**src/rtl/multicycle_ctrl.sv**
```systemverilog
// Multi-cycle control sequencer for the MIPS-subset datapath: steps each instruction
// through fetch/decode/execute/memory/write-back over one shared memory port.
module multicycle_ctrl #(
  parameter int unsigned WAIT_LIMIT = 255
) (
  input  logic        clk,
  input  logic        rst_n,
  input  logic [5:0]  opcode,
  input  logic        zero,
  input  logic        mem_ready,
  output logic        pc_en,
  output logic [1:0]  pc_src,
  output logic        ir_en,
  output logic        iord,
  output logic        mem_read,
  output logic        mem_wrt,
  output logic        mem_reg,
  output logic        reg_dst,
  output logic        reg_wrt,
  output logic        alu_src,
  output logic [1:0]  alu_op,
  output logic [3:0]  state,
  output logic        illegal,
  output logic        bus_err,
  output logic [31:0] retired
);

  typedef enum logic [3:0] {
    S_IDLE   = 4'd0,
    S_FETCH  = 4'd1,
    S_DECODE = 4'd2,
    S_ADDR   = 4'd3,
    S_MEM_RD = 4'd4,
    S_WB_MEM = 4'd5,
    S_MEM_WR = 4'd6,
    S_EXEC_R = 4'd7,
    S_EXEC_I = 4'd8,
    S_WB_ALU = 4'd9,
    S_BRANCH = 4'd10,
    S_JUMP   = 4'd11
  } state_e;

  localparam logic [5:0] OP_RTYPE = 6'b000000;
  localparam logic [5:0] OP_LW    = 6'b100011;
  localparam logic [5:0] OP_SW    = 6'b101011;
  localparam logic [5:0] OP_BEQ   = 6'b000100;
  localparam logic [5:0] OP_ADDI  = 6'b001000;
  localparam logic [5:0] OP_J     = 6'b000010;
  localparam logic [7:0] WAIT_MAX = 8'(WAIT_LIMIT);

  state_e      state_q, state_d;
  logic [5:0]  op_q, op_d;
  logic [7:0]  wait_q, wait_d;
  logic [31:0] retired_q, retired_d;
  logic        mem_phase, timeout, retire;

  assign mem_phase = (state_q == S_FETCH) || (state_q == S_MEM_RD) || (state_q == S_MEM_WR);
  assign timeout   = mem_phase && !mem_ready && (wait_q == WAIT_MAX);

  always_ff @(posedge clk or negedge rst_n) begin
    if (!rst_n) begin
      state_q   <= S_IDLE;
      op_q      <= 6'd0;
      wait_q    <= 8'd0;
      retired_q <= 32'd0;
    end else begin
      state_q   <= state_d;
      op_q      <= op_d;
      wait_q    <= wait_d;
      retired_q <= retired_d;
    end
  end

  always_comb begin
    state_d  = state_q;
    op_d     = op_q;
    retire   = 1'b0;
    pc_en    = 1'b0;
    pc_src   = 2'b00;
    ir_en    = 1'b0;
    iord     = 1'b0;
    mem_read = 1'b0;
    mem_wrt  = 1'b0;
    mem_reg  = 1'b0;
    reg_dst  = 1'b0;
    reg_wrt  = 1'b0;
    alu_src  = 1'b0;
    alu_op   = 2'b00;
    illegal  = 1'b0;
    bus_err  = 1'b0;
    case (state_q)
      S_IDLE: state_d = S_FETCH;
      S_FETCH: begin
        mem_read = 1'b1;
        if (mem_ready) begin
          ir_en   = 1'b1;
          pc_en   = 1'b1;
          state_d = S_DECODE;
        end
      end
      S_DECODE: begin
        op_d = opcode;
        case (opcode)
          OP_RTYPE:     state_d = S_EXEC_R;
          OP_LW, OP_SW: state_d = S_ADDR;
          OP_BEQ:       state_d = S_BRANCH;
          OP_ADDI:      state_d = S_EXEC_I;
          OP_J:         state_d = S_JUMP;
          default: begin
            illegal = 1'b1;
            state_d = S_FETCH;
          end
        endcase
      end
      S_ADDR: begin
        alu_src = 1'b1;
        state_d = (op_q == OP_LW) ? S_MEM_RD : S_MEM_WR;
      end
      S_MEM_RD: begin
        mem_read = 1'b1;
        iord     = 1'b1;
        alu_src  = 1'b1;
        if (mem_ready) state_d = S_WB_MEM;
      end
      S_WB_MEM: begin
        reg_wrt = 1'b1;
        mem_reg = 1'b1;
        state_d = S_FETCH;
        retire  = 1'b1;
      end
      S_MEM_WR: begin
        mem_wrt = 1'b1;
        iord    = 1'b1;
        alu_src = 1'b1;
        if (mem_ready) begin
          state_d = S_FETCH;
          retire  = 1'b1;
        end
      end
      S_EXEC_R: begin
        alu_op  = 2'b10;
        state_d = S_WB_ALU;
      end
      S_EXEC_I: begin
        alu_src = 1'b1;
        state_d = S_WB_ALU;
      end
      S_WB_ALU: begin
        reg_wrt = 1'b1;
        reg_dst = (op_q == OP_RTYPE);
        // Hold the ALU setup of the EXEC state so the result stays stable during write-back
        if (op_q == OP_RTYPE) alu_op = 2'b10;
        else                  alu_src = 1'b1;
        state_d = S_FETCH;
        retire  = 1'b1;
      end
      S_BRANCH: begin
        alu_op  = 2'b01;
        pc_src  = 2'b01;
        pc_en   = zero;
        state_d = S_FETCH;
        retire  = 1'b1;
      end
      S_JUMP: begin
        pc_en   = 1'b1;
        pc_src  = 2'b10;
        state_d = S_FETCH;
        retire  = 1'b1;
      end
      default: state_d = S_IDLE;
    endcase
    // A timeout abandons the instruction; mem_ready in the same cycle wins because timeout needs it low
    if (timeout) begin
      bus_err = 1'b1;
      state_d = S_FETCH;
    end
  end

  assign wait_d    = (mem_phase && !mem_ready && !timeout) ? wait_q + 8'd1 : 8'd0;
  assign retired_d = retire ? retired_q + 32'd1 : retired_q;
  assign state     = state_q;
  assign retired   = retired_q;

endmodule

```
**config.mk**
```make
export PLATFORM = sky130hd
export DESIGN_NAME = multicycle_ctrl
export DESIGN_NICKNAME = d
export VERILOG_FILES = /design/src/rtl/multicycle_ctrl.sv
export SDC_FILE = /design/constraint.sdc
export NUM_CORES = 1
export LEC_CHECK = 0
export BUFFER_PORTS_ARGS = -buffer_cell sky130_fd_sc_hd__clkbuf_2
export CAP_MARGIN = 20
export CORE_MARGIN = 1
export CORE_UTILIZATION = 49
export DETAILED_ROUTE_END_ITERATION = 10
export PLACE_DENSITY = 0.78
export SETUP_SLACK_MARGIN = 0.4
export SLEW_MARGIN = 20
export SYNTH_ARGS = -nofsm -noshare
export SYNTH_HDL_FRONTEND = slang
export SYNTH_SLANG_ARGS = --single-unit
```
**constraint.sdc**
```tcl
create_clock -name clk -period 1.9 [get_ports clk]
set_input_delay 0.38 -clock clk [delete_from_list [all_inputs] [get_ports clk]]
set_output_delay 0.38 -clock clk [all_outputs]
set_load 0.02 [all_outputs]
```
==> results.md <==
* Status: finished, violations left
* Failing checks: setup timing
* VDD IR max at 941 µV
* Worst Setup Path Type: flip-flop to output port
* Synthesized area per cell at 10.2 µm²
* Clk_lat worst skew at 0.30 ns
* PwrDens at 1390 nW/µm²
* Largest net degree at the start of global routing at 31
* Hpwl dp at 5070 µm
* Drt pass-1 iters at 4
* Total power at 6940 µW
* Core area at 5610 µm²
* DP Cell Count at 427
* Synthesized Nets at 296
* Dpl ws at -0.277 ns
* Largest family of logic cells by synthesized area: simple AND/OR/NAND/NOR gates
* Async set-reset flop share out of synthesis at 1.00
* Vias per cell at 6.06
* Combinational share of power at 0.651
* Antenna fix cells at 0
* Type of origin of the critical path: flip-flop
* Core Rows at 27
* GPL Wtd Cong at 0.836
* Die height at 79.0 µm
* Most frequent cells after synthesis: dfrtp_1 (50), xor2_1 (29), nor2_1 (21)
* Worst setup margin at -0.628 ns
* Met3 GRT Util at 0.0540
* RSZ-0062 raised after global routing: true
* Maxcap violations at 0
* Tmin final at 2.53 ns
* Final cycle utilization of the critical path at 1.33
* Hold-fix buffers, CTS at 0
* Yosys top cell area share at 0.430
* Via count at 2933
* Area leader, netlist: dfrtp_1
* Final net count at 423
* CTS root buf: clkbuf_8
* First-pass GRT wire length at 14400 µm
* Share of cells above drive strength 1 at 0.585
* Mux contribution to synthesized area at 0.0271
* Seq/Total Area, Yosys at 0.430
* Syn Std Cell Area at 2910 µm²
* CTS Buf Count at 5
* Count of cell types in the netlist at 57
* Synth Area in Compound Gates at 0.132
* Critical path's largest stage delay at 0.43 ns
* Number of H-tree levels at 2
* IO Port Bufs at 60
* R2R depth at 6
* I/O pin count at 61
* Yosys reg bits at 50
* Arrival time worst endpoint at 2.15 ns
* Final setup violating endpoints at 21
* Most Crowded Layer GR: met2
* Worst Hold Class: input port to async pin
* Overflow after GRT at 0
* Synth Area in Adders at 0.00861
* Leak pwr at 0.00201 µW
* Xor-xnor portion of the synthesized cell area at 0.117
* Cell mode on critical path: or3_4
* Initial Utilization at 0.519
* Cells along the critical path: or3_4 > or4_4 > or3_4 > a21oi_4 > buf_8
* Sw frac at 0.450
* Vias in the first global route at 2896
* Setup TNS at -2.74 ns
* Pins Over Slew Limit at 0
* Syn Inst Count at 284
* Share of power burned in registers at 0.243
* Antenna violations before repair at 0
* Internal power at 3820 µW
* Post-synth top flop: dfrtp_1
* DRT iter0 DRCs at 156
* Post-Layout Cell Count at 484
* Crit path from: op_q[3]
* Die Footprint at 6250 µm²
* Clock Tree Buf Depth at 2
* Die Span X at 79.0 µm
* CTS tree: built
* Met2 Use GR at 0.556
* Most common cell in the netlist: dfrtp_1
* Total track usage at 0.303
* Clock network power share at 0.106
* Max-slew headroom at 0.573
* CP endpoint kind: output port
* Fillers at 227
* Storage cell area at 1260 µm²
* Yosys warns at 0
* Grt met1 use at 0.356
* Clk sinks at 50
* DRC Markers at 0
* Ranking of synthesized cells by area: dfrtp_1 (43%), xor2_1 (8.7%), a2111oi_2 (3.6%)
* Data required, critical path at 1.52 ns
* Worst-margin pin slew at 0.640 ns
* Clk slew on worst S/H paths at 0.09 ns
* Avg WL per Cell at 21.2 µm
* Clk_skew at 0.00634 ns
* Fmax at 396 MHz
* Area Overhead vs Synth at 72.2%
* Multi-input gate area at 2260 µm²
* Worst r2r src: state[3]
* CP Max Fanout at 2
* Switch Pwr at 3120 µW
* Post-route ant nets at 0
* Simple-gate share of the synthesized area at 0.242
* Final hold vios at 0
* Final wirelength at 10300 µm
* Slowest stage cell, crit path: or4_4
* Post-synth EDFFs at 0
[registers in the layout, summed over array words and instances (netlist names)]
register / count
retired: 32
op_q: 6
wait_q: 8
state: 4
[final timing paths]
path	to	slack, ns
max	alu_op[1]	-0.63
min	retired[4]	0.06
max reg2reg	retired[31]	-0.12
min reg2reg	retired[23]	0.50
max in group asynchronous	state[2]	1.26
min in group clk	op_q[4]	0.39
[layer usage]
metal  share of wire  routed length [µm]
met1            0.38                3890
met2            0.54                5540
met3           0.043                 444
met4           0.039                 397
met5               0                   0
[critical path: cells and delay by family (launching register included)]
kind,cells,cell delay (ns)
buf+inv,1,0.12
compound gates,1,0.14
flops,1,0.41
simple gates,3,1.18
[kinds of logic (layout without fill, tap and decap cells)]
group,Yosys count,after routing
buffers and inverters,23,150
AND/OR/NAND/NOR,120,120
XOR/XNOR,39,39
AO/OA/AOI/OAI,43,44
adder cells (fa/ha/maj),2,2
multiplexers,7,7
flip-flops,50,50
[power by group through the flow]
| stage | logic, µW | clock network, µW | registers (µW) |
|---|---|---|---|
| after floorplan | 1940 | 0 | 1890 |
| after global placement | 2850 | 0 | 1670 |
| after detailed placement | 2890 | 0 | 1700 |
| after CTS | 3930 | 741 | 1650 |
| after global routing | 4730 | 789 | 1710 |
| final | 4520 | 736 | 1690 |
[layout by cell type (no fill, tap or decap), types with 6 or more instances in the layout]
master	instances
inv_1	7
mux2_4	7
buf_4	34
dfrtp_2	7
nor2_4	14
nand2b_4	6
dfrtp_1	43
buf_8	16
nor2_1	6
clkbuf_8	6
nand2_1	16
nor3_4	10
buf_6	32
and4_1	6
xor2_1	29
xnor2_1	7
buf_12	7
a21oi_4	6
clkbuf_2	43
nand3_1	13
a2111oi_4	8
[area by class of cell]
cell class	instances	area share
clock buffers	7	0.0152
flip-flops and latches	50	0.252
multi-input cells	212	0.451
well taps	72	0.0180
clock inverters	1	0.00600
repair buffers	134	0.250
inverters	8	0.00850
[metrics by stage]
step,hold slack (ns),area [µm²],utilization
2_1_floorplan,0.0844,3400,-
3_3_place_gp,0.386,3870,0.691
3_5_place_dp,0.389,3870,0.691
4_1_cts,0.0669,4700,0.839
6_report,0.0618,5010,0.893
5_1_grt,0.0813,5010,0.893
[what timing repair did]
item | in CTS | in global routing
setup buffers | 37 | 10
hold endpoints to repair | 0 | 0
setup endpoints to repair | 65 | 67
pin swaps | 34 | 17
resized for setup | 93 | 52
cloned | 1 | 1
Power figures use the tool's default switching activity.
